--- config.mk ---
export PLATFORM = sky130hd
export DESIGN_NAME = seq_muldiv_alu
export DESIGN_NICKNAME = d
export VERILOG_FILES = /design/src/rtl/seq_muldiv_alu.sv
export SDC_FILE = /design/constraint.sdc
export NUM_CORES = 1
export LEC_CHECK = 0
export CAP_MARGIN = 20
export CORE_MARGIN = 2
export CORE_UTILIZATION = 40
export CTS_CLUSTER_DIAMETER = 60
export CTS_CLUSTER_SIZE = 40
export DETAILED_ROUTE_END_ITERATION = 10
export REMOVE_ABC_BUFFERS = 1
export SLEW_MARGIN = 20
export SYNTH_ARGS = -nofsm -noshare
export SYNTH_HDL_FRONTEND = slang
export SYNTH_SLANG_ARGS = --single-unit
--- constraint.sdc ---
create_clock -name clk -period 4.7 [get_ports clk]
set_clock_uncertainty 0.1 [all_clocks]
set_input_delay 0.705 -clock clk [delete_from_list [all_inputs] [get_ports clk]]
set_output_delay 0.705 -clock clk [all_outputs]
set_load 0.01 [all_outputs]
--- src/rtl/seq_muldiv_alu.sv ---
// Sequential ALU for the execute stage of the multicycle datapath.
// Logic, add/sub, compare and shift ops finish in one cycle. Multiply,
// divide and remainder reuse one shift register pair over WIDTH cycles,
// behind a start/busy/done handshake.
module seq_muldiv_alu #(
  parameter int WIDTH = 32,
  parameter int CNT_W = $clog2(WIDTH) + 1
) (
  input  logic             clk,
  input  logic             reset_n,
  input  logic             start,
  input  logic [3:0]       control,
  input  logic [WIDTH-1:0] A,
  input  logic [WIDTH-1:0] B,
  output logic             busy,
  output logic             done,
  output logic [WIDTH-1:0] result,
  output logic             zero,
  output logic             div_by_zero
);

  localparam int SHW = $clog2(WIDTH);

  localparam logic [1:0] S_IDLE = 2'd0;
  localparam logic [1:0] S_CALC = 2'd1;
  localparam logic [1:0] S_FIX  = 2'd2;
  localparam logic [1:0] S_DONE = 2'd3;

  localparam logic [3:0] OP_AND   = 4'b0000;
  localparam logic [3:0] OP_OR    = 4'b0001;
  localparam logic [3:0] OP_ADD   = 4'b0010;
  localparam logic [3:0] OP_XOR   = 4'b0011;
  localparam logic [3:0] OP_SLL   = 4'b0100;
  localparam logic [3:0] OP_SRL   = 4'b0101;
  localparam logic [3:0] OP_SUB   = 4'b0110;
  localparam logic [3:0] OP_SLT   = 4'b0111;
  localparam logic [3:0] OP_MUL   = 4'b1000;
  localparam logic [3:0] OP_MULH  = 4'b1001;
  localparam logic [3:0] OP_MULHU = 4'b1010;
  localparam logic [3:0] OP_REMU  = 4'b1011;
  localparam logic [3:0] OP_DIV   = 4'b1100;
  localparam logic [3:0] OP_SRA   = 4'b1101;
  localparam logic [3:0] OP_DIVU  = 4'b1110;
  localparam logic [3:0] OP_REM   = 4'b1111;

  localparam logic [WIDTH-1:0] MIN_NEG = {1'b1, {(WIDTH-1){1'b0}}};

  // Two's-complement negate when neg is set (magnitude / sign restore).
  function automatic logic [WIDTH-1:0] f_neg_if(input logic neg, input logic [WIDTH-1:0] v);
    f_neg_if = neg ? -v : v;
  endfunction

  function automatic logic [2*WIDTH-1:0] f_neg2_if(input logic neg, input logic [2*WIDTH-1:0] v);
    f_neg2_if = neg ? -v : v;
  endfunction

  // Single-cycle op group; unlisted codes fall back to ADD.
  function automatic logic [WIDTH-1:0] f_alu(input logic [3:0] op, input logic [WIDTH-1:0] a,
                                             input logic [WIDTH-1:0] b);
    logic signed [WIDTH-1:0] sa;
    logic signed [WIDTH-1:0] sb;
    logic [SHW-1:0]          sh;
    sa = a;
    sb = b;
    sh = b[SHW-1:0];
    case (op)
      OP_AND:  f_alu = a & b;
      OP_OR:   f_alu = a | b;
      OP_XOR:  f_alu = a ^ b;
      OP_SUB:  f_alu = a - b;
      OP_SLT:  f_alu = (sa < sb) ? {{(WIDTH-1){1'b0}}, 1'b1} : '0;
      OP_SLL:  f_alu = a << sh;
      OP_SRL:  f_alu = a >> sh;
      OP_SRA:  f_alu = $unsigned(sa >>> sh);
      default: f_alu = a + b;
    endcase
  endfunction

  logic [1:0]       r_state;
  logic [CNT_W-1:0] r_cnt;
  logic [3:0]       r_op;
  logic [WIDTH-1:0] r_hi;
  logic [WIDTH-1:0] r_lo;
  logic [WIDTH-1:0] r_b;
  logic             r_neg_q;
  logic             r_neg_r;
  logic             r_dbz_pend;
  logic [WIDTH-1:0] r_result;
  logic             r_zero;
  logic             r_dbz;

  logic               w_accept;
  logic               w_multi;
  logic               w_sgn;
  logic               w_div;
  logic               w_a_neg;
  logic               w_b_neg;
  logic [WIDTH-1:0]   w_a_mag;
  logic [WIDTH-1:0]   w_b_mag;
  logic               w_b_zero;
  logic               w_ovf;
  logic [WIDTH-1:0]   w_alu;
  logic               w_calc_mul;
  logic [WIDTH:0]     w_madd;
  logic [WIDTH:0]     w_dshift;
  logic               w_dge;
  logic [WIDTH-1:0]   w_dsub;
  logic [2*WIDTH-1:0] w_prod;
  logic [WIDTH-1:0]   w_quo;
  logic [WIDTH-1:0]   w_rem;
  logic [WIDTH-1:0]   w_fix_res;

  // Issue decode, one iteration step, and final sign/half selection.
  always_comb begin
    w_accept = start && ((r_state == S_IDLE) || (r_state == S_DONE));
    w_multi  = control[3] && (control != OP_SRA);
    w_sgn    = (control == OP_MULH) || (control == OP_DIV) || (control == OP_REM);
    w_div    = (control == OP_DIV) || (control == OP_DIVU) ||
               (control == OP_REM) || (control == OP_REMU);
    w_a_neg  = w_sgn && A[WIDTH-1];
    w_b_neg  = w_sgn && B[WIDTH-1];
    w_a_mag  = f_neg_if(w_a_neg, A);
    w_b_mag  = f_neg_if(w_b_neg, B);
    w_b_zero = (B == '0);
    w_ovf    = w_sgn && w_div && (A == MIN_NEG) && (B == '1);
    w_alu    = f_alu(control, A, B);

    w_calc_mul = (r_op == OP_MUL) || (r_op == OP_MULH) || (r_op == OP_MULHU);
    // Shift-add: r_lo holds the multiplier, product shifts in from the top.
    w_madd   = {1'b0, r_hi} + (r_lo[0] ? {1'b0, r_b} : '0);
    // Restoring divide: r_hi is the partial remainder, r_lo dividend/quotient.
    w_dshift = {r_hi, r_lo[WIDTH-1]};
    w_dge    = (w_dshift >= {1'b0, r_b});
    w_dsub   = w_dshift[WIDTH-1:0] - r_b;

    w_prod = f_neg2_if(r_neg_q, {r_hi, r_lo});
    w_quo  = f_neg_if(r_neg_q, r_lo);
    w_rem  = f_neg_if(r_neg_r, r_hi);
    case (r_op)
      OP_MUL:            w_fix_res = w_prod[WIDTH-1:0];
      OP_MULH, OP_MULHU: w_fix_res = w_prod[2*WIDTH-1:WIDTH];
      OP_DIV, OP_DIVU:   w_fix_res = w_quo;
      default:           w_fix_res = w_rem;
    endcase
  end

  // Control FSM and iterative datapath; outputs only move on the done-producing edge.
  always_ff @(posedge clk or negedge reset_n) begin
    if (!reset_n) begin
      r_state    <= S_IDLE;
      r_cnt      <= '0;
      r_op       <= '0;
      r_hi       <= '0;
      r_lo       <= '0;
      r_b        <= '0;
      r_neg_q    <= 1'b0;
      r_neg_r    <= 1'b0;
      r_dbz_pend <= 1'b0;
      r_result   <= '0;
      r_zero     <= 1'b1;
      r_dbz      <= 1'b0;
    end else begin
      case (r_state)
        S_IDLE, S_DONE: begin
          if (w_accept) begin
            r_op <= control;
            if (!w_multi) begin
              r_result <= w_alu;
              r_zero   <= (w_alu == '0);
              r_dbz    <= 1'b0;
              r_state  <= S_DONE;
            end else if (w_div && w_b_zero) begin
              r_hi       <= A;
              r_lo       <= '1;
              r_neg_q    <= 1'b0;
              r_neg_r    <= 1'b0;
              r_dbz_pend <= 1'b1;
              r_cnt      <= '0;
              r_state    <= S_FIX;
            end else if (w_ovf) begin
              r_hi       <= '0;
              r_lo       <= A;
              r_neg_q    <= 1'b0;
              r_neg_r    <= 1'b0;
              r_dbz_pend <= 1'b0;
              r_cnt      <= '0;
              r_state    <= S_FIX;
            end else begin
              r_hi       <= '0;
              r_lo       <= w_a_mag;
              r_b        <= w_b_mag;
              r_neg_q    <= w_a_neg ^ w_b_neg;
              r_neg_r    <= w_a_neg;
              r_dbz_pend <= 1'b0;
              r_cnt      <= CNT_W'(WIDTH);
              r_state    <= S_CALC;
            end
          end else begin
            r_state <= S_IDLE;
          end
        end
        S_CALC: begin
          if (w_calc_mul) begin
            r_hi <= w_madd[WIDTH:1];
            r_lo <= {w_madd[0], r_lo[WIDTH-1:1]};
          end else if (w_dge) begin
            r_hi <= w_dsub;
            r_lo <= {r_lo[WIDTH-2:0], 1'b1};
          end else begin
            r_hi <= w_dshift[WIDTH-1:0];
            r_lo <= {r_lo[WIDTH-2:0], 1'b0};
          end
          r_cnt <= r_cnt - CNT_W'(1);
          if (r_cnt == CNT_W'(1)) r_state <= S_FIX;
        end
        S_FIX: begin
          r_result <= w_fix_res;
          r_zero   <= (w_fix_res == '0);
          r_dbz    <= r_dbz_pend;
          r_state  <= S_DONE;
        end
        default: r_state <= S_IDLE;
      endcase
    end
  end

  assign busy        = (r_state == S_CALC) || (r_state == S_FIX);
  assign done        = (r_state == S_DONE);
  assign result      = r_result;
  assign zero        = r_zero;
  assign div_by_zero = r_dbz;

endmodule

**After elaboration in Yosys (flattened, before gate mapping)**

Index checks and enable logic that the tools add are counted.

- Register bits: 145
- Output and inout port bits: 36
- Word-level logic and storage cells: 140

- Add/sub/neg operators: 10
- $lt $le $gt $ge: 2
- Equal/unequal tests: 28
- Shifts and indexed selects: 3
- Muxes and demuxes: 47
- Bitwise gates (word level): 6
- Reduce and logical (&&, ||, !) cells: 32

Operator list:

| operator | number |
|---|---|
| two-way mux 32 bit | 17 |
| one-hot mux 32 bit (8 select lines) | 1 |
| one-hot mux 32 bit (2 select lines) | 3 |
| negation 32 bit | 4 |
| logical NOT 32 bit | 3 |
| one-hot mux 32 bit (3 select lines) | 1 |
| equality test 32 bit, second input constant | 2 |
| two-way mux 64 bit | 1 |
| negation 64 bit | 1 |
| subtractor 32 bit | 2 |
| equality test 4 bit, second input constant | 11 |
| adder 32 x 32 -> 33 bit | 1 |
| greater-or-equal comparator 33 x 32 -> 1 bit | 1 |
| adder 32 bit | 1 |
| bitwise AND 32 bit | 1 |
| < comparator 32 bit | 1 |
| bitwise OR 32 bit | 1 |
| << shifter 32 x 5 -> 32 bit | 1 |
| >> shifter 32 x 5 -> 32 bit | 1 |
| >>> shifter 32 x 5 -> 32 bit | 1 |
| XOR 32 bit | 1 |
| two-way mux 6 bit | 4 |
| equality test 4 x 3 -> 1 bit, second input constant | 4 |
| one-hot mux 6 bit (2 select lines) | 1 |
| other kinds (23) | 63 |

**Longest topological paths before layout**

- Word-level depth: 12
- Mapped depth: 20
- Depth with buffers taken out: 16

**Worst setup path before layout**

Ideal clock, no wire load.

- Path type: input-to-reg
- From: input B[2]
- To: register r_zero (netlist: zero)
- Library setup time: 0.091 ns
- Arrival: 5.474 ns
- Path slack: -0.965 ns
- Cell stages on the path: 19
- Buffers on the path: 5
- Path through: clkbuf_1 -> inv_1 -> clkbuf_1 -> clkbuf_1 -> buf_1 -> clkbuf_1 -> ha_1 -> a211oi_1 -> o21ai_0 -> a21oi_1 -> o2111ai_1 -> a211oi_1 -> nor3_1 -> or2_2 -> a211oi_1 -> a21oi_1 -> nor4_1 -> nand4_1 -> o31ai_1

- Word-level cells in the longest chain between the ends: 7

Ends and longest elaborated chain:

| element | line | RTL |
|---|---|---|
| from (decl) | 14 | `input logic [WIDTH-1:0] B,` |
| < comparator 32 bit | 71 | `OP_SLT: f_alu = (sa < sb) ? {{(WIDTH-1){1'b0}}, 1'b1} : '0;` |
| two-way mux 1 bit | 71 |  |
| one-hot mux 32 bit (8 select lines) * | 66 | `case (op)` |
| logical NOT 32 bit * | 169 | `r_zero <= (w_alu == '0);` |
| two-way mux 1 bit * | 167 | `if (!w_multi) begin` |
| two-way mux 1 bit * | 165 | `if (w_accept) begin` |
| one-hot mux 1 bit (2 select lines) * | 163 | `case (r_state)` |
| to (signal assigned) | 169 |  |
| to (signal assigned) | 218 | `r_zero <= (w_fix_res == '0);` |
| to (decl) | 89 | `logic r_zero;` |

Every way passes the cells marked *; elsewhere a longest branch is shown, timed or not. The select of a mux whose other input is x is not followed.
A chain may end at the register's enable or synchronous reset.

**Worst setup path after layout**

- From: input A[1]
- To: register r_zero (netlist: zero)

- Word-level cells in the longest chain between the ends: 7

Ends and longest elaborated chain:

| element | line | RTL |
|---|---|---|
| from (decl) | 13 | `input logic [WIDTH-1:0] A,` |
| < comparator 32 bit | 71 |  |
| two-way mux 1 bit | 71 |  |
| one-hot mux 32 bit (8 select lines) * | 66 |  |
| logical NOT 32 bit * | 169 |  |
| two-way mux 1 bit * | 167 |  |
| two-way mux 1 bit * | 165 |  |
| one-hot mux 1 bit (2 select lines) * | 163 |  |

Marks and branches as above.

==> results.md <==
Global routing:
- The wire length of the first global-routing pass is 176.4 mm.
- Across every metal layer, demand over resource in global routing totals 0.3718.
- The number of antenna violations at the first check in global routing was 6.
- Global routing finished with a remaining overflow of 0.
- The largest net degree at the start of global routing is 76.
- The via count of the first global-routing pass was 27010.

Placement:
- The post-place instance area is around 0.03 mm^2.
- Routability-driven placement finished with a final weighted congestion of between 1 and 1.5.
- Detailed placement finished with a half-perimeter wire length of 95.93 mm.
- The count of input and output buffers is about 110.

Yosys:
- Synthesis inferred around 150 register bits.
- The total of warnings raised by yosys is 0.
- After synthesis the cells add up to 0.02428 mm^2.
- Of all flip-flops after synthesis, the portion carrying an async set or reset was 1.000.
- Of the synthesized area, sequential elements account for 0.1495.
- Synthesis handed over a netlist of 3336 instances.
- The count of different cell masters after synthesis is 98.
- The primary flip-flop cell chosen by synthesis mapping is sky130_fd_sc_hd__dfrtp_1.
- The average size of a mapped cell is approximately 7.3 um^2.
- The number of flops mapped to enable cells by yosys is 0.

Floorplan:
- Measured along the x axis, the die boundary spans 250.4 um.
- From bottom edge to top edge, the die measures 250.4 um.
- The initial utilization of the core area, before any placement, comes to 0.4037.
- The I/O pin total is about 110.
- The die covers 0.06268 mm^2.
- The total number of placement rows is 90.
- The floorplan step defined a core boundary enclosing 0.06013 mm^2.

Timing:
- The max-slew violation count was 0.
- The clock period could shrink to 4.569 ns.
- In the final timing run, aggregate negative setup slack is 0 ns.
- The total of endpoints with negative setup slack in the final report is 0.
- The share of the clock period used by the worst path after layout is 0.9721.
- The achievable frequency is around 0.22 GHz.
- The worst max-slew margin expressed relative to the limit is 0.2301.
- The slew of the pin with the lowest slew margin is between 1 and 1.5 ns.
- The total count of hold-check failures in the final report is 0.

Routing:
- After detailed routing, the average wire length per cell comes to 25.92 um.
- The post-detailed-route DRC marker count is 0.
- Summing over every cut layer, the via total after detailed routing is 29710.
- The sum of met3 wire segment lengths after detailed routing is 13.97 mm.
- The highest layer touched by signal routing is met5.
- The detailed router put a total of 50.31 mm of wire on met1.
- The final wirelength is about 120 mm.
- The residual antenna-violating net count after detailed routing is 0.
- Before antenna repair, the detailed router went through 8 iterations.
- The post-detailed-route via-to-cell ratio is 6.437.
- The detailed-routed wire length on met2 is 48.62 mm.
- The DRC marker count from the first detailed-route iteration is about 4400.

Setup path:
- Data on the critical path is required at its endpoint by around 5 ns.
- The type of element launching the critical path is a primary input.
- The startpoint-to-endpoint class of the critical path is primary input to flip-flop.
- In this design, the stage delay of the slowest critical-path cell is between 0.5 and 0.6 ns.
- The critical path endpoint category is a flip-flop.
- The cell type of the slowest stage on the worst timing path is sky130_fd_sc_hd__or4_1.
- The data arrival time of the worst path is 4.86 ns.
- The most prevalent standard cell on the critical path is sky130_fd_sc_hd__buf_4.
- Traced cell by cell, the critical path runs through clkdlybuf4s50_1 > buf_4 > fa_1 > a211oi_4 > o21ai_1 > buf_4 > a21oi_2 > nor2_1 > a311oi_1 > a41oi_1 > or4_1 > a21oi_1 > and4_2 > nor4bb_4 > nand4_1 > o31ai_1.
- In this run the worst path has a maximum fanout of 4.

Power and ir drop:
- Dividing total power by cell area gives a power density of between 500 and 600 mW/mm^2.
- The worst ir drop on vdd is 0.0003507 V.
- The leakage dissipation is 0.01338 uW.
- The overall power after layout is 16380 uW.

Clocking:
- Clock-pin slew was measured on the worst setup and hold paths at 0.08 ns.
- The number of clock buffers inserted by TritonCTS is 17.
- The clock tree from TritonCTS is built.
- Post-CTS timing repair inserted 0 buffers for setup.
- The tree built by TritonCTS fans out to between 100 and 150 sinks.
- The clock passes through at most 2 buffers.
- The later pin in the worst-skew pair is clocked with a latency of 0.47 ns.
- The clock root buffer master is sky130_fd_sc_hd__clkbuf_16.
- The H-tree depth is 4.

Final layout:
- The total non-filler cell area in the finished layout is 0.03100 mm^2.
- The number of nets in the layout is 4063.
- Measured on the finished design, the core utilization comes to 0.5155.
- The count of filler cells inserted in the layout is 5985.
- Leaving out fill and tap cells, the most frequent cells in the layout are sky130_fd_sc_hd__buf_4, sky130_fd_sc_hd__nand2_1, sky130_fd_sc_hd__o21ai_0, sky130_fd_sc_hd__nor2_1, sky130_fd_sc_hd__a21oi_1.
- Of the cells placed in the final design, the portion with a size suffix greater than 1 is 0.2214.
- The commonest non-fill, non-tap cell in the layout is sky130_fd_sc_hd__buf_4.
- The area growth from synthesis to final layout is 27.68%.

Flow run:
- Max-cap violations in this run came to 0.

Worst hold path:
- The tightest min-delay check is of the primary input to async pin type.

Run status:
- The flow ran to the end, and the final reports show no timing, DRC or antenna violations.
-- timing repair --
action                                  in CTS  in global routing
pin swaps                                    1                  5
endpoints found under the setup margin       4                 13
resized for setup                            5                 21
gates cloned                                 0                  0
hold buffers                                 0                  0
-- per-stage QoR --
stage / std cells / hold slack (ns) / setup slack (ns)
after floorplan: 3064 / 0.3094 / -1.486
after global placement: 4580 / 0.3608 / -0.8163
after detailed placement: 4580 / 0.3664 / -0.7856
after CTS: 4612 / 0.1973 / 0.01594
after global routing: 4614 / 0.2140 / -0.04190
final: 4615 / 0.1623 / 0.1312
-- state kept, by name, indices dropped and copies added (netlist names) --
register and count:
zero 1, r_op 4, r_hi 32, result 32, r_cnt 6, r_b 32
r_neg_q 1, r_state 2, r_neg_r 1, div_by_zero 1, r_dbz_pend 1, r_lo 32
-- Yosys cell counts (25+ instances only) --
cell type	instances	area [um^2]
sky130_fd_sc_hd__o21a_1	34	255.2
sky130_fd_sc_hd__dfrtp_1	144	3603
sky130_fd_sc_hd__mux4_2	61	1374
sky130_fd_sc_hd__o21ai_0	290	1451
sky130_fd_sc_hd__ha_1	171	2140
sky130_fd_sc_hd__mux2i_1	48	480.5
sky130_fd_sc_hd__o31ai_1	46	345.3
sky130_fd_sc_hd__nand2b_1	38	237.7
sky130_fd_sc_hd__nand4_1	37	231.5
sky130_fd_sc_hd__inv_1	162	608.1
sky130_fd_sc_hd__nor3_1	86	430.4
sky130_fd_sc_hd__a211oi_1	50	375.4
sky130_fd_sc_hd__mux2_2	38	427.9
sky130_fd_sc_hd__clkbuf_1	224	840.8
sky130_fd_sc_hd__xnor2_1	118	1033
sky130_fd_sc_hd__nand2_1	377	1415
sky130_fd_sc_hd__nor4_1	37	231.5
sky130_fd_sc_hd__nor2b_1	32	200.2
sky130_fd_sc_hd__or2_2	25	156.4
sky130_fd_sc_hd__or3_1	40	250.2
sky130_fd_sc_hd__nand3_1	58	290.3
sky130_fd_sc_hd__and3_1	36	225.2
sky130_fd_sc_hd__nor2_1	283	1062
sky130_fd_sc_hd__o211ai_1	39	292.8
sky130_fd_sc_hd__a21oi_1	230	1151
sky130_fd_sc_hd__a21o_1	56	420.4
sky130_fd_sc_hd__a31oi_1	47	294.0
sky130_fd_sc_hd__a32o_1	31	310.3
sky130_fd_sc_hd__a221oi_1	26	227.7
sky130_fd_sc_hd__xor2_1	36	315.3
-- worst paths after layout --
| check | start | end | slack (ns) | cells past startpoint |
|---|---|---|---|---|
| worst max-delay path | A[1] | zero | 0.13 | 16 |
| worst min-delay path | reset_n | r_hi[22] | 0.16 | 1 |
| worst max register to register | r_lo[6] | zero | 0.13 | 16 |
| worst min register to register | result[7] | result[7] | 0.37 | 1 |
| max in group asynchronous | reset_n | result[10] | 3.21 | 2 |
| min in group clk | result[7] | result[7] | 0.37 | 1 |
-- cell families after synthesis --
logic type,synth area share
simple gates,0.2245
buf+inv,0.07025
flops,0.1495
fa+ha+maj,0.09143
mux,0.09401
xor+xnor,0.05556
compound gates,0.3148
-- worst max-delay path: cells and delay by family --
family	cells	cell delay, ns
buffers and inverters	3	0.82
AOI/OAI and AO/OA	7	1.51
and+or+nand+nor	5	1.35
adders and majority gates	1	0.48
-- per-layer routing --
| metal | GRT usage | vias up |
|---|---|---|
| met1 | 0.5223 | 14130 |
| met2 | 0.5310 | 1896 |
| li1 | - | 13390 |
| met3 | 0.08636 | 285 |
| met5 | 0 | - |
| met4 | 0.1832 | 4 |
-- power by group --
group          switching [uW]  total (uW)  leakage [uW]  internal, uW
registers                 588        2410       0.00181          1830
logic                    7400       12400        0.0113          5030
clock network             643        1550      0.000306           902
-- layout make-up --
cell class	instances	area, um^2	share of cell area
diodes	3	7.507	0.0002422
clock buffers	19	432.9	0.01397
clock inverters	13	202.7	0.006539
inverters	167	626.9	0.02022
multi-input cells	2752	19130	0.6173
flip-flops and latches	145	3631	0.1171
well taps	782	978.4	0.03157
repair buffers	734	5983	0.1930
No activity file was read; power rests on OpenSTA's default activity.
